**src/rtl/rv32_wb_pkg.sv**
```systemverilog
// Shared types and constants for the integer register-file writeback path.
package rv32_wb_pkg;

    localparam int XLEN      = 32;
    localparam int REG_IDX_W = 5;

    localparam logic [2:0] F3_LB  = 3'b000;
    localparam logic [2:0] F3_LH  = 3'b001;
    localparam logic [2:0] F3_LW  = 3'b010;
    localparam logic [2:0] F3_LBU = 3'b100;
    localparam logic [2:0] F3_LHU = 3'b101;

    typedef struct packed {
        logic [REG_IDX_W-1:0] rd;
        logic [XLEN-1:0]      data;
    } wb_entry_t;

endpackage

```
**src/rtl/wb_lsu_fifo.sv**
```systemverilog
// Small FIFO holding formatted load results until they win the commit slot.
module wb_lsu_fifo
    import rv32_wb_pkg::*;
#(
    parameter int DEPTH = 2,
    parameter int CW    = $clog2(DEPTH) + 1
) (
    input  logic          clk,
    input  logic          rst,
    input  logic          push,
    input  wb_entry_t     din,
    input  logic          pop,
    output wb_entry_t     dout,
    output logic [CW-1:0] count,
    output logic          full,
    output logic          empty
);

    localparam int PW = $clog2(DEPTH);

    wb_entry_t     mem [DEPTH];
    logic [PW-1:0] wr_ptr;
    logic [PW-1:0] rd_ptr;
    logic          do_push;
    logic          do_pop;

    assign full    = (count == CW'(DEPTH));
    assign empty   = (count == '0);
    assign do_push = push & ~full;
    assign do_pop  = pop & ~empty;
    assign dout    = mem[rd_ptr];

    // Storage needs no reset; only pointers and count define validity.
    always_ff @(posedge clk) begin
        if (do_push) begin
            mem[wr_ptr] <= din;
        end
    end

    always_ff @(posedge clk or posedge rst) begin
        if (rst) begin
            wr_ptr <= '0;
            rd_ptr <= '0;
            count  <= '0;
        end else begin
            if (do_push) begin
                wr_ptr <= wr_ptr + PW'(1);
            end
            if (do_pop) begin
                rd_ptr <= rd_ptr + PW'(1);
            end
            if (do_push && !do_pop) begin
                count <= count + CW'(1);
            end else if (!do_push && do_pop) begin
                count <= count - CW'(1);
            end
        end
    end

endmodule

```
**src/rtl/rv32_writeback_unit.sv**
```systemverilog
// Register-file writer: formats loads, arbitrates ALU vs. LSU commits and
// tracks pending destinations for decode hazard checks.
module rv32_writeback_unit #(
    parameter int XLEN      = 32,
    parameter int NREGS     = 32,
    parameter int LSU_DEPTH = 2
) (
    input  logic            clk,
    input  logic            rst,
    input  logic            issue_valid,
    input  logic [4:0]      issue_rd,
    input  logic            alu_valid,
    output logic            alu_ready,
    input  logic [4:0]      alu_rd,
    input  logic [XLEN-1:0] alu_data,
    input  logic            lsu_valid,
    output logic            lsu_ready,
    input  logic [4:0]      lsu_rd,
    input  logic [XLEN-1:0] lsu_data,
    input  logic [2:0]      lsu_funct3,
    input  logic [1:0]      lsu_addr_lo,
    input  logic [4:0]      rs1_idx,
    input  logic [4:0]      rs2_idx,
    output logic            rs1_busy,
    output logic            rs2_busy,
    output logic            RegWrite,
    output logic [4:0]      WriteRegister,
    output logic [XLEN-1:0] WriteData,
    output logic [31:0]     commit_count
);

    localparam int CW = $clog2(LSU_DEPTH) + 1;

    rv32_wb_pkg::wb_entry_t lsu_entry;
    rv32_wb_pkg::wb_entry_t lsu_head;
    rv32_wb_pkg::wb_entry_t commit;

    logic [XLEN-1:0]  lsu_fmt;
    logic [7:0]       byte_sel;
    logic [15:0]      half_sel;
    logic [CW-1:0]    lsu_count;
    logic             lsu_full;
    logic             lsu_empty;
    logic             drain_force;
    logic             alu_fire;
    logic             lsu_pop;
    logic             commit_valid;
    logic [NREGS-1:0] busy;
    logic [NREGS-1:0] busy_next;

    always_comb begin
        byte_sel = lsu_data[{lsu_addr_lo, 3'b000} +: 8];
        half_sel = lsu_addr_lo[1] ? lsu_data[31:16] : lsu_data[15:0];
        lsu_fmt  = '0;
        case (lsu_funct3)
            rv32_wb_pkg::F3_LB:  lsu_fmt = {{(XLEN-8){byte_sel[7]}}, byte_sel};
            rv32_wb_pkg::F3_LH:  lsu_fmt = {{(XLEN-16){half_sel[15]}}, half_sel};
            rv32_wb_pkg::F3_LW:  lsu_fmt = lsu_data;
            rv32_wb_pkg::F3_LBU: lsu_fmt = {{(XLEN-8){1'b0}}, byte_sel};
            rv32_wb_pkg::F3_LHU: lsu_fmt = {{(XLEN-16){1'b0}}, half_sel};
            default:             lsu_fmt = '0;
        endcase
    end

    assign lsu_entry = '{rd: lsu_rd, data: lsu_fmt};

    wb_lsu_fifo #(
        .DEPTH (LSU_DEPTH)
    ) u_lsu_fifo (
        .clk   (clk),
        .rst   (rst),
        .push  (lsu_valid),
        .din   (lsu_entry),
        .pop   (lsu_pop),
        .dout  (lsu_head),
        .count (lsu_count),
        .full  (lsu_full),
        .empty (lsu_empty)
    );

    // A full buffer steals the slot from the ALU so loads cannot starve.
    assign drain_force  = (lsu_count == CW'(LSU_DEPTH));
    assign alu_ready    = ~drain_force;
    assign lsu_ready    = ~lsu_full;
    assign alu_fire     = alu_valid & ~drain_force;
    assign lsu_pop      = drain_force | (~alu_valid & ~lsu_empty);
    assign commit_valid = alu_fire | lsu_pop;
    assign commit       = alu_fire ? '{rd: alu_rd, data: alu_data} : lsu_head;

    always_ff @(posedge clk or posedge rst) begin
        if (rst) begin
            RegWrite      <= 1'b0;
            WriteRegister <= '0;
            WriteData     <= '0;
            commit_count  <= '0;
        end else begin
            RegWrite <= commit_valid && (commit.rd != '0);
            if (commit_valid && (commit.rd != '0)) begin
                WriteRegister <= commit.rd;
                WriteData     <= commit.data;
            end
            if (commit_valid) begin
                commit_count <= commit_count + 32'd1;
            end
        end
    end

    // Issue is applied after the commit clear so a same-index collision stays busy.
    always_comb begin
        busy_next = busy;
        if (commit_valid) begin
            busy_next[commit.rd] = 1'b0;
        end
        if (issue_valid) begin
            busy_next[issue_rd] = 1'b1;
        end
        busy_next[0] = 1'b0;
    end

    always_ff @(posedge clk or posedge rst) begin
        if (rst) begin
            busy <= '0;
        end else begin
            busy <= busy_next;
        end
    end

    assign rs1_busy = busy[rs1_idx];
    assign rs2_busy = busy[rs2_idx];

endmodule

```
**config.mk**
```make
export PLATFORM = sky130hd
export DESIGN_NAME = rv32_writeback_unit
export DESIGN_NICKNAME = d
export VERILOG_FILES = /design/src/rtl/rv32_wb_pkg.sv /design/src/rtl/wb_lsu_fifo.sv /design/src/rtl/rv32_writeback_unit.sv
export SDC_FILE = /design/constraint.sdc
export NUM_CORES = 1
export LEC_CHECK = 0
export BUFFER_PORTS_ARGS = -buffer_cell sky130_fd_sc_hd__clkbuf_2
export CAP_MARGIN = 20
export CORE_ASPECT_RATIO = 0.8
export CORE_MARGIN = 2
export CORE_UTILIZATION = 60
export DETAILED_ROUTE_END_ITERATION = 10
export PLACE_DENSITY = 0.85
export SLEW_MARGIN = 20
export SYNTH_ARGS = -nofsm -noshare
export SYNTH_HDL_FRONTEND = slang
export SYNTH_SLANG_ARGS = --single-unit
```
**constraint.sdc**
```tcl
create_clock -name clk -period 5.7 [get_ports clk]
set_clock_uncertainty 0.05 [all_clocks]
set_input_delay 1.14 -clock clk [delete_from_list [all_inputs] [get_ports clk]]
set_output_delay 1.14 -clock clk [all_outputs]
set_load 0.05 [all_outputs]
```
Word level (Yosys, flattened, before mapping)
Memory sizes are Yosys's and may differ from the RTL's.
Index checks and enable logic that the tools add are counted.

word-level totals
  flip-flop bits (word level) = 105
  bits in writable memories = 74
  output and inout bits = 74
  memories kept = 1

operators by class
  $add $sub $neg = 5
  magnitude comparators = 6
  equal/unequal tests = 5
  shift-type cells = 1
  mux-type cells = 17
  bitwise operators = 12
  reductions and logical operators = 11

memory list
  memory          words  bits a word  read ports  clocked after memory_dff  write ports  RTL line           source
  u_lsu_fifo.mem  2      37           1           0                         1            wb_lsu_fifo.sv:21  wb_entry_t mem [DEPTH];

operators with widths
  operator               number
  $pmux 32 s5            1
  $mux 32                2
  $mux 37                1
  $add 32x1->32 const B  1
  $and 32x32->32         1
  $not 32->32            1
  $or 32x32->32          1
  $shiftx 32x6->8        1
  $lt 5x6->1 const B     4
  $mux 16                1
  $bmux 1 s5             2
  $demux 1 s5            2
  $ge 5x1->1 const B     2
  $eq 3x3->1 const B     2
  $mux 1                 6
  $logic_and 1x1->1      5
  $reduce_bool 5->1      1
  $and 1x1->1            4
  $mux 2                 2
  $eq 3x1->1 const B     1
  $eq 3x2->1 const B     1
  $logic_not 3->1        1
  $not 1->1              3
  $add 1x1->1 const B    2
  7 further kinds        9

Longest topological paths before layout
  word-level depth = 13
  gate-level depth with buffers = 11
  mapped depth without buffers = 8

By module
A second synthesis with hierarchy kept.

second synthesis, totals
  cell total of the unflattened synthesis = 683
  area, all modules = 8848.5 um2

modules (own cells, without submodules)
  module               instances  cells each  area an instance (um2)
  rv32_writeback_unit  1          548         5895.7
  wb_lsu_fifo          1          135         2952.8

Worst setup path before layout
OpenSTA, ideal clock, no wires.

  path kind = in2out
  start point = input rs1_idx[1]
  end point = output rs1_busy
  arrival time = 2.776 ns
  required time = 4.510 ns
  slack = 1.734 ns
  stages on the path = 5
  buffers on the path = 1
  cell sequence = buf_2 -> mux2_2 -> a221oi_1 -> a2111oi_0 -> or4_1

on the way
  cells in the longest elaborated chain, start to end = 2

ends and longest elaborated chain
  item                          RTL line                    source
  start: declaration            rv32_writeback_unit.sv:22   input logic [4:0] rs1_idx,
  $bmux 1 s5                    rv32_writeback_unit.sv:128  assign rs1_busy = busy[rs1_idx];
  $mux 1 (implied by the code)  rv32_writeback_unit.sv:128
  end: declaration              rv32_writeback_unit.sv:24   output logic rs1_busy,

No other way between the ends. The select of a mux whose other input is x is not followed.

Worst setup path after layout
Same ends and word-level chain as after synthesis.

==> impl_metrics.py <==
metrics = {
    "run_status": {
        "status": "completed",
    },
    "clocking": {
        "clock_latency_ns": 0.43,
        "clk_transition_reported_paths_ns": 0.06,
        "clock-root-buffer": "clkbuf_16",
        "numCtsBuffers": 17,
        "clock_path_buffers": 2,
        "cts.htree.levels": 4,
        "clock-sinks": 179,
        "cts_resized": 0,
        "cts_tree": "built",
        "holdBufCountCts": 0,
        "cts_setup_buffers": 0,
    },
    "floorplan": {
        "fp.dieH_um": 115,
        "std_cell_rows": 40,
        "pin_count": 173,
        "die-area_um2": 16300,
        "core_um2": 15000,
        "start_util": 0.612,
        "die_w_um": 142,
    },
    "logic_synthesis": {
        "ys_top_cells_by_area": "dfrtp_1 (29%), edfxtp_1 (24%), mux2i_1 (5.1%), mux2_4 (4.4%), mux4_2 (3.7%)",
        "ys_warn_count": 0,
        "syn_avg_cell_area_um2": 12.4,
        "yosys-top-cells-count": "dfrtp_1 (105), edfxtp_1 (74), nand3_1 (62)",
        "ys_seq_area_frac": 0.529,
        "synthDistinctLibCells": 62,
        "synthArstFlopShare": 0.587,
        "synth_area_um2": 9160,
        "synth_edf_count": 74,
        "yosys.area.top_type": "dfrtp_1",
        "yosys_most_used_dff": "dfrtp_1",
        "synth_nets": 839,
        "synth_top_cell_area_share": 0.287,
        "synth.most_common_cell": "dfrtp_1",
        "synth-seq-cells": 179,
        "netlist_instances": 738,
    },
    "sta": {
        "hold_violations": 0,
        "setup_tns_ns": 0,
        "grt_setup_unrepaired": "false",
        "setup_viol": 0,
        "relSlewSlack": 0.214,
        "worst_pin_slew_ns": 1.17,
        "final_max_slew_viol_count": 0,
        "period_needed_ns": 4.11,
        "timing.fmax_mhz": 243,
        "finalCritPeriodShare": 0.722,
    },
    "placement": {
        "hpwl_um": 15400,
        "gp_congestion": 0.974,
        "portBuffers": 172,
    },
    "worst_setup_path": {
        "crit_chain": "clkbuf_2 > mux2_2 > a221oi_1 > a2111oi_0 > or4_1 > clkbuf_2",
        "crit_fanout": 9,
        "end_kind": "primary output",
        "slowest_delay_ns": 0.53,
        "startpoint_type": "primary input",
        "reg2reg_slack_ns": 2.61,
        "critPathKind": "primary input to primary output",
        "cpMostUsedCell": "clkbuf_2",
        "slowest_stage": "or4_1",
        "critPathArrivalTime_ns": 2.92,
        "worstPathRequired_ns": 4.51,
    },
    "finish": {
        "fin_util": 0.717,
        "area_growth_pct": 17.1,
        "final_nets": 992,
        "final_layout_size_suffix_gt1_frac": 0.305,
        "antenna_cells": 0,
    },
    "power_and_ir_drop": {
        "power.total_uw": 5320,
        "leakage_uw": 0.00467,
        "powerDensity_nw_per_um2": 496,
        "max-vdd-ir-drop_mv": 0.236,
    },
    "routing": {
        "met3_length_um": 1720,
        "dr.pass1.iters": 5,
        "vias": 6953,
        "via_per_inst": 6.36,
        "wl_met1_um": 9370,
        "drcViolationCount": 0,
        "wire_per_inst_um": 20.2,
        "wl_met2_um": 10700,
        "dr.first_iter.drc_count": 695,
        "ant_nets": 0,
        "routed.top_layer": "met4",
        "routed_wl_um": 22100,
    },
    "global_routing": {
        "grt_pass1_vias": 6532,
        "grt_pass1_wl_um": 34600,
        "antenna_found_initial": 0,
        "overflow": 0,
        "grt_usage": 0.279,
        "grt_max_degree": 58,
    },
    "run": {
        "max_cap_violations": 0,
    },
    "hold_path": {
        "hold_class": "flip-flop to flip-flop",
    },
}
-- layer usage --
metal / vias to the layer above / GRT usage
li1: 3173 / -
met1: 3416 / 0.378
met2: 325 / 0.444
met3: 39 / 0.0707
met4: 0 / 0.0940
met5: - / 0
-- sequential cells by signal, indices dropped and copies added, names as in the netlist --
signal / cells
RegWrite: 1
WriteData: 32
WriteRegister: 5
busy: 31
commit_count: 32
u_lsu_fifo.count: 2
u_lsu_fifo.mem: 74
u_lsu_fifo.rd_ptr: 1
u_lsu_fifo.wr_ptr: 1
-- final timing paths --
check,cells past startpoint,start,end
min in group asynchronous,2,rst,commit_count[27]$_DFFE_PP0N_
worst min register to register,1,commit_count[31]$_DFFE_PP0N_,commit_count[31]$_DFFE_PP0N_
worst max register to register,6,u_lsu_fifo.rd_ptr$_DFFE_PP0P_,WriteData[5]$_DFFE_PP0P_
worst min-delay path,1,commit_count[31]$_DFFE_PP0N_,commit_count[31]$_DFFE_PP0N_
max in group asynchronous,3,rst,busy[4]$_DFF_PP0_
worst max-delay path,6,rs1_idx[1],rs1_busy
-- layout make-up --
type                       count  area [um^2]
tap                          189          236
clock inverter                 8          110
multi-input combinational    498         4050
clock buffer                  24          504
timing repair buffer         178          906
sequential                   179         4850
inverter                      17         66.3
fill                        1051         4240
-- per-stage QoR --
| step | instance area [um^2] | instances | setup slack (ns) | hold slack, ns |
|---|---|---|---|---|
| after global routing | 10700 | 1093 | 1.49 | 0.450 |
| final | 10700 | 1093 | 1.59 | 0.444 |
| after detailed placement | 10100 | 1061 | 1.63 | 0.436 |
| after CTS | 10700 | 1093 | 1.61 | 0.445 |
| after floorplan | 9160 | 738 | 1.73 | 0.411 |
| after global placement | 10100 | 1061 | 1.68 | 0.413 |
-- power breakdown --
part | internal, uW | switching, uW
Sequential | 1730 | 246
Clock | 717 | 496
Combinational | 743 | 1390
-- cells in the final DEF, fill, tap and decap left out, types with 5 or more instances in the layout --
master / Yosys / layout
nand3_1: 62 / 62
nor3_1: 9 / 9
xnor2_1: 32 / 32
edfxtp_1: 74 / 74
clkbuf_16: 0 / 19
inv_1: 17 / 16
o211ai_1: 8 / 8
and2_1: 5 / 5
mux4_2: 15 / 15
nand4_1: 22 / 22
o21ai_0: 35 / 35
nor2_1: 20 / 18
clkbuf_2: 0 / 172
nor2b_1: 8 / 8
a221o_1: 32 / 32
nor3b_1: 7 / 6
mux2_2: 14 / 14
mux2i_1: 47 / 47
o221ai_1: 7 / 7
nand2_1: 24 / 24
and3b_1: 7 / 7
a21o_1: 20 / 20
buf_4: 2 / 6
dfrtp_1: 105 / 104
and3_1: 30 / 29
mux2_4: 27 / 27
o22ai_1: 6 / 6
nand4b_1: 7 / 7
-- cells by family (layout without fill, tap and decap cells) --
kind of cell,count (synthesis),count (layout),synth area share
AO/OA/AOI/OAI,136,136,0.113
XOR/XNOR,36,36,0.0344
adder cells (fa/ha/maj),2,2,0.00273
buffers and inverters,61,227,0.0311
flip-flops,179,179,0.529
multiplexers,103,103,0.150
AND/OR/NAND/NOR,221,221,0.139
-- worst max-delay path, delay by kind of cell --
kind / cells / cell delay, ns
compound gates: 2 / 0.36
buf+inv: 2 / 0.50
mux: 1 / 0.38
simple gates: 1 / 0.53
(Power assumes the default switching activity.)
